<file path="config.mk">
export PLATFORM = sky130hd
export DESIGN_NAME = bcd_scan_disp
export DESIGN_NICKNAME = d
export VERILOG_FILES = /design/src/rtl/bcd_scan_disp.sv
export SDC_FILE = /design/constraint.sdc
export NUM_CORES = 1
export LEC_CHECK = 0
export CAP_MARGIN = 20
export CORE_MARGIN = 10
export CORE_UTILIZATION = 35
export CTS_CLUSTER_DIAMETER = 40
export DETAILED_ROUTE_END_ITERATION = 10
export GPL_ROUTABILITY_DRIVEN = 1
export PLACE_DENSITY = 0.68
export SYNTH_ARGS = -nofsm -noshare
export SYNTH_HDL_FRONTEND = slang
export SYNTH_SLANG_ARGS = --single-unit
</file>
<file path="constraint.sdc">
create_clock -name CLK -period 1.9 [get_ports CLK]
set_input_delay 0.19 -clock CLK [delete_from_list [all_inputs] [get_ports CLK]]
set_output_delay 0.19 -clock CLK [all_outputs]
set_load 0.01 [all_outputs]
</file>
<file path="src/rtl/bcd_scan_disp.sv">
// ---------------------------------------------------------------------------
// bcd_scan_disp
//
// Time-multiplexed 7-segment driver for NDIG packed BCD digits, such as the
// outputs of a chain of decade counters. A LATCH strobe copies the digits and
// their decimal-point requests into a shadow register. An internal prescaler
// gives each digit SCAN_DIV enabled clocks before the scan moves on to the
// next digit. ERR flags any shadowed nibble above 9.
//
// Optional feature (compile-time macro BCD_SCAN_LZB_EN): leading-zero
// blanking. Digit i (i >= 1) is suppressed when every digit j >= i holds 0
// with no decimal point requested. Digit 0 is never suppressed.
//
// Parameters:
//   NDIG     : number of digits scanned (2..8)
//   SCAN_DIV : enabled clocks per digit slot (>= 1)
//
// Ports:
//   CLK    in   clock, rising edge
//   CS     in   synchronous active-high reset, clears all state
//   EN     in   scan enable; low freezes the scan and blanks the display
//   LATCH  in   level-sensitive capture strobe for BCD and DP_IN
//   BCD    in   packed digits, digit i = BCD[4i+3:4i], digit 0 = LSD
//   DP_IN  in   decimal-point request per digit
//   AN     out  one-hot digit enable, active-high
//   SEG    out  segments {g,f,e,d,c,b,a}, active-high
//   DP     out  decimal point of the active digit
//   ERR    out  high while any shadowed digit is greater than 9
// ---------------------------------------------------------------------------
module bcd_scan_disp #(
    parameter int NDIG     = 4,
    parameter int SCAN_DIV = 1000
) (
    input  logic                CLK,
    input  logic                CS,
    input  logic                EN,
    input  logic                LATCH,
    input  logic [4*NDIG-1:0]   BCD,
    input  logic [NDIG-1:0]     DP_IN,
    output logic [NDIG-1:0]     AN,
    output logic [6:0]          SEG,
    output logic                DP,
    output logic                ERR
);

    localparam int PSW = (SCAN_DIV > 1) ? $clog2(SCAN_DIV) : 1;
    localparam int DW  = $clog2(NDIG);

    localparam logic [PSW-1:0] PS_MAX  = PSW'(SCAN_DIV - 1);
    localparam logic [DW-1:0]  DIG_MAX = DW'(NDIG - 1);

    // Segment patterns {g,f,e,d,c,b,a}; any non-decimal nibble shows 'E'.
    function automatic logic [6:0] seg_decode(input logic [3:0] nib);
        logic [6:0] s;
        case (nib)
            4'd0:    s = 7'h3F;
            4'd1:    s = 7'h06;
            4'd2:    s = 7'h5B;
            4'd3:    s = 7'h4F;
            4'd4:    s = 7'h66;
            4'd5:    s = 7'h6D;
            4'd6:    s = 7'h7D;
            4'd7:    s = 7'h07;
            4'd8:    s = 7'h7F;
            4'd9:    s = 7'h6F;
            default: s = 7'h79;
        endcase
        return s;
    endfunction

    // Scan state
    logic [PSW-1:0]    ps_q,  ps_d;
    logic [DW-1:0]     dig_q, dig_d;

    // Shadow copy of the counter digits
    logic [4*NDIG-1:0] sh_bcd_q, sh_bcd_d;
    logic [NDIG-1:0]   sh_dp_q,  sh_dp_d;

    // Registered outputs
    logic [NDIG-1:0]   an_q,  an_d;
    logic [6:0]        seg_q, seg_d;
    logic              dp_q,  dp_d;
    logic              err_q, err_d;

    // Combinational helpers
    logic [3:0]        cur_nib;
    logic [NDIG-1:0]   blank;

    // -----------------------------------------------------------------------
    // Prescaler and digit index
    // -----------------------------------------------------------------------
    always_comb begin
        ps_d  = ps_q;
        dig_d = dig_q;
        if (EN) begin
            if (ps_q == PS_MAX) begin
                ps_d  = '0;
                dig_d = (dig_q == DIG_MAX) ? '0 : dig_q + 1'b1;
            end else begin
                ps_d  = ps_q + 1'b1;
            end
        end
    end

    // -----------------------------------------------------------------------
    // Shadow capture
    // -----------------------------------------------------------------------
    always_comb begin
        sh_bcd_d = sh_bcd_q;
        sh_dp_d  = sh_dp_q;
        if (LATCH) begin
            sh_bcd_d = BCD;
            sh_dp_d  = DP_IN;
        end
    end

    // -----------------------------------------------------------------------
    // Error flag: any shadowed nibble above 9, independent of EN
    // -----------------------------------------------------------------------
    always_comb begin
        err_d = 1'b0;
        for (int unsigned i = 0; i < NDIG; i++) begin
            if (sh_bcd_q[4*i +: 4] > 4'd9) begin
                err_d = 1'b1;
            end
        end
    end

    // -----------------------------------------------------------------------
    // Leading-zero blanking mask
    // -----------------------------------------------------------------------
`ifdef BCD_SCAN_LZB_EN
    // Walk down from the most significant digit; a digit stays blank only
    // while it and everything above it are zero with no decimal point.
    always_comb begin
        logic zero_above;
        blank      = '0;
        zero_above = 1'b1;
        for (int unsigned i = NDIG - 1; i >= 1; i--) begin
            zero_above = zero_above & (sh_bcd_q[4*i +: 4] == 4'd0) & ~sh_dp_q[i];
            blank[i]   = zero_above;
        end
    end
`else
    always_comb begin
        blank = '0;
    end
`endif

    // -----------------------------------------------------------------------
    // Output register next-state. Uses the index before this edge's update,
    // so the display trails the scan index by one clock.
    // -----------------------------------------------------------------------
    always_comb begin
        cur_nib = sh_bcd_q[{dig_q, 2'b00} +: 4];
        an_d    = '0;
        seg_d   = '0;
        dp_d    = 1'b0;
        if (EN && !blank[dig_q]) begin
            an_d[dig_q] = 1'b1;
            seg_d       = seg_decode(cur_nib);
            dp_d        = sh_dp_q[dig_q];
        end
    end

    // -----------------------------------------------------------------------
    // State registers
    // -----------------------------------------------------------------------
    always_ff @(posedge CLK) begin
        if (CS) begin
            ps_q     <= '0;
            dig_q    <= '0;
            sh_bcd_q <= '0;
            sh_dp_q  <= '0;
            an_q     <= '0;
            seg_q    <= '0;
            dp_q     <= 1'b0;
            err_q    <= 1'b0;
        end else begin
            ps_q     <= ps_d;
            dig_q    <= dig_d;
            sh_bcd_q <= sh_bcd_d;
            sh_dp_q  <= sh_dp_d;
            an_q     <= an_d;
            seg_q    <= seg_d;
            dp_q     <= dp_d;
            err_q    <= err_d;
        end
    end

    assign AN  = an_q;
    assign SEG = seg_q;
    assign DP  = dp_q;
    assign ERR = err_q;

endmodule

</file>
==> results.txt <==
I/O pins: 37
Placed cell areas: 2410 µm²
Critical Path RT: 2.08 ns
Post-Syn Instances: 190
Hold Vio Cnt, Final: 0
Final worst-path cycle share: 95.5%
Core Region: 5470 µm²
Post-synthesis cell area: 1960 µm²
Horiz. Die Dim: 94.9 µm
Final total power: 1970 µW
Vias: 1404
CP Data Arrival Time: 2.00 ns
Die height: 94.9 µm
CP max FO: 4
Worst Hold Depth: 3
Top cells by area, synth: dfxtp_1 46%, mux2i_1 12%, nor2_1 7.1%
Hold WC Path Type: in -> reg
Pins Over Slew Limit: 0
Yosys top cell area share: 45.9%
Worst slew pin tran: 0.336 ns
Synth unique cells: 33
Final Instance Area: 2530 µm²
Post-Place Cells: 296
Count of state elements after synthesis: 45
Area Growth Syn to Fin: 28.9%
Initial antenna violation count: 0
Crit end category: register
Antenna diode count: 0
Final wirelength: 4.04 mm
Vias in the first global route: 1374
Slowest-stage cell, CP: mux4_1
Final setup violation count: 0
Setup tns final: 0 ns
Critical path depth: 5
Placer's final routability congestion estimate: 0.797
Period minus WS final: 1.81 ns
Num rows: 27
Grt ovf: 0
Worst relative slew slack: 77.6%
Ys Warns: 0
Outcome: completed
Via density: 4.62
WL/cell: 13.3 µm
Worst-path cell chain: mux4_1, inv_1, ha_1, o21ai_0, a21oi_1
Reg clk slew, reported paths: 0.08 ns
Fmax: 0.551 GHz
Critical path buffer and inverter count: 1
Hold Path Origin: BCD[6]
Pleak: 0.00104 µW
Layout Cells excl Fill: 304
Clock Sink Count: 45
Beginning of the critical path: dig_q[0]$_SDFFE_PP0P_
Reg-to-reg critical path startpoint: dig_q[0]$_SDFFE_PP0P_
PostCTS Resize Cnt: 0
RSZ-0062 raised after global routing: no
CTS buffer count: 5
Initial Util: 35.8%
Layout cell share with drive strength beyond 1: 8.62%
Seq/Total Area, Yosys: 45.9%
PD cells: 778 nW/µm²
Global-route usage over all layers: 9.57%
ANT nets after route: 0
Crit-path max cell delay: 0.63 ns
Final core utilization: 46.2%
DRC Markers: 0
MaxCap Viol Count: 0
Post-CTS Setup Bufs: 0
Cell family with most CP delay: multiplexers
Startpoint Class: register
Worst skew pair latency: 0.30 ns
Global-route wire length before repair: 6.80 mm
CP Class: reg -> reg
Synth area leader: dfxtp_1
Post-synthesis net count: 225
Drt first pass iters: 4
IO buf count: 36
Largest net degree at the start of global routing: 23
Clock Skews: 0.00748 ns
HPWL Detailed: 3.00 mm
Final #Nets: 266
Die Area: 9000 µm²
Bufs on Longest Clock Path: 2
Hold-fix buffers at CTS: 0
Worst Reg2Reg Path Length in Cells: 5
Htree depth: 2
DR iter-0 viols: 61
Synthesized area per cell: 10.3 µm²
CTS tree: built
CTS root buf: clkbuf_8
VDD IR-drop max: 0.000275 V
## worst reg2reg max path: stages (launching register included)
cell and delay (ns):
dfxtp_1 0.39, mux4_1 0.63, inv_1 0.16, ha_1 0.27
o21ai_0 0.17, a21oi_1 0.08
## final cells by class
cell class / instances / area, µm²
sequential: 45 / 901
timing repair buffer: 42 / 405
multi-input combinational: 132 / 997
tap: 72 / 90.1
inverter: 5 / 18.8
clock inverter: 1 / 30.0
fill: 544 / 2940
clock buffer: 7 / 86.3
## cells in the final DEF, fill, tap and decap left out, types with 2 or more instances in the layout
| master | netlist | layout |
|---|---|---|
| nand4_1 | 3 | 3 |
| mux4_1 | 2 | 2 |
| buf_4 | 1 | 6 |
| mux2i_1 | 24 | 24 |
| dfxtp_1 | 45 | 45 |
| o21ai_0 | 6 | 6 |
| a21oi_1 | 8 | 8 |
| clkbuf_8 | 0 | 6 |
| nand2b_1 | 2 | 2 |
| xor2_1 | 5 | 5 |
| inv_1 | 5 | 5 |
| nand2_1 | 9 | 9 |
| mux4_2 | 3 | 3 |
| clkdlybuf4s50_1 | 0 | 36 |
| and2_1 | 5 | 5 |
| ha_1 | 11 | 11 |
| nor2_1 | 37 | 37 |
| xnor2_1 | 3 | 3 |
| and3_1 | 2 | 2 |
## cell usage after synthesis (all sizes together)
| cell type | number |
|---|---|
| dfxtp | 45 |
| nor2 | 37 |
| mux2i | 24 |
| ha | 11 |
| nand2 | 9 |
| a21oi | 8 |
| buf | 6 |
| o21ai | 6 |
| and2 | 5 |
| inv | 5 |
| mux4 | 5 |
| xor2 | 5 |
| nand2b | 3 |
| nand4 | 3 |
| xnor2 | 3 |
| and3 | 2 |
| clkbuf | 2 |
| a211o | 1 |
| a311oi | 1 |
| a31o | 1 |
| a41oi | 1 |
| and2b | 1 |
| and4 | 1 |
| mux2 | 1 |
| nor3 | 1 |
| o21a | 1 |
| o41ai | 1 |
| or3 | 1 |
## sequential cells by signal, summed over array words and instances, names as in the netlist
signal    flops
AN            4
DP            1
ERR           1
SEG           7
dig_q         2
ps_q         10
sh_bcd_q     16
sh_dp_q       4
## through the flow
step	worst slack (ns)	hold slack, ns
floorplan	0.0869	0.337
global placement	0.151	0.466
detailed placement	0.119	0.480
CTS	0.0863	0.494
global route	0.00403	0.506
finish	0.0861	0.498
## where the power goes
| group | total [µW] | internal, µW | switching (µW) | leakage (µW) |
|---|---|---|---|---|
| clock | 735 | 429 | 307 | 0.0000585 |
| combinational | 220 | 126 | 94.5 | 0.000608 |
| sequential | 1010 | 985 | 26.2 | 0.000369 |
## metal layers
metal,routed length (µm),GRT usage [%]
met1,1940,11.8
met2,1750,13.9
met3,278,3.89
met4,74,5.24
met5,0,0
## path summary, 6_finish.rpt
check	slack (ns)	endpoint
hold reg to reg	0.50	sh_dp_q[3]$_SDFFE_PP0P_
setup reg to reg	0.09	SEG[3]$_SDFF_PP0_
hold / removal	0.50	sh_bcd_q[6]$_SDFFE_PP0P_
setup / recovery	0.09	SEG[3]$_SDFF_PP0_
## logic make-up (layout without fill, tap and decap cells)
logic type,Yosys count,in the layout,share of synthesized area (%)
XOR/XNOR,8,8,3.57
AND/OR/NAND/NOR,63,63,14.7
multiplexers,30,30,18.9
adder cells (fa/ha/maj),11,11,7.02
buffers and inverters,13,55,3.25
flip-flops,45,45,45.9
AO/OA/AOI/OAI,20,20,6.57
(Power assumes the default switching activity.)
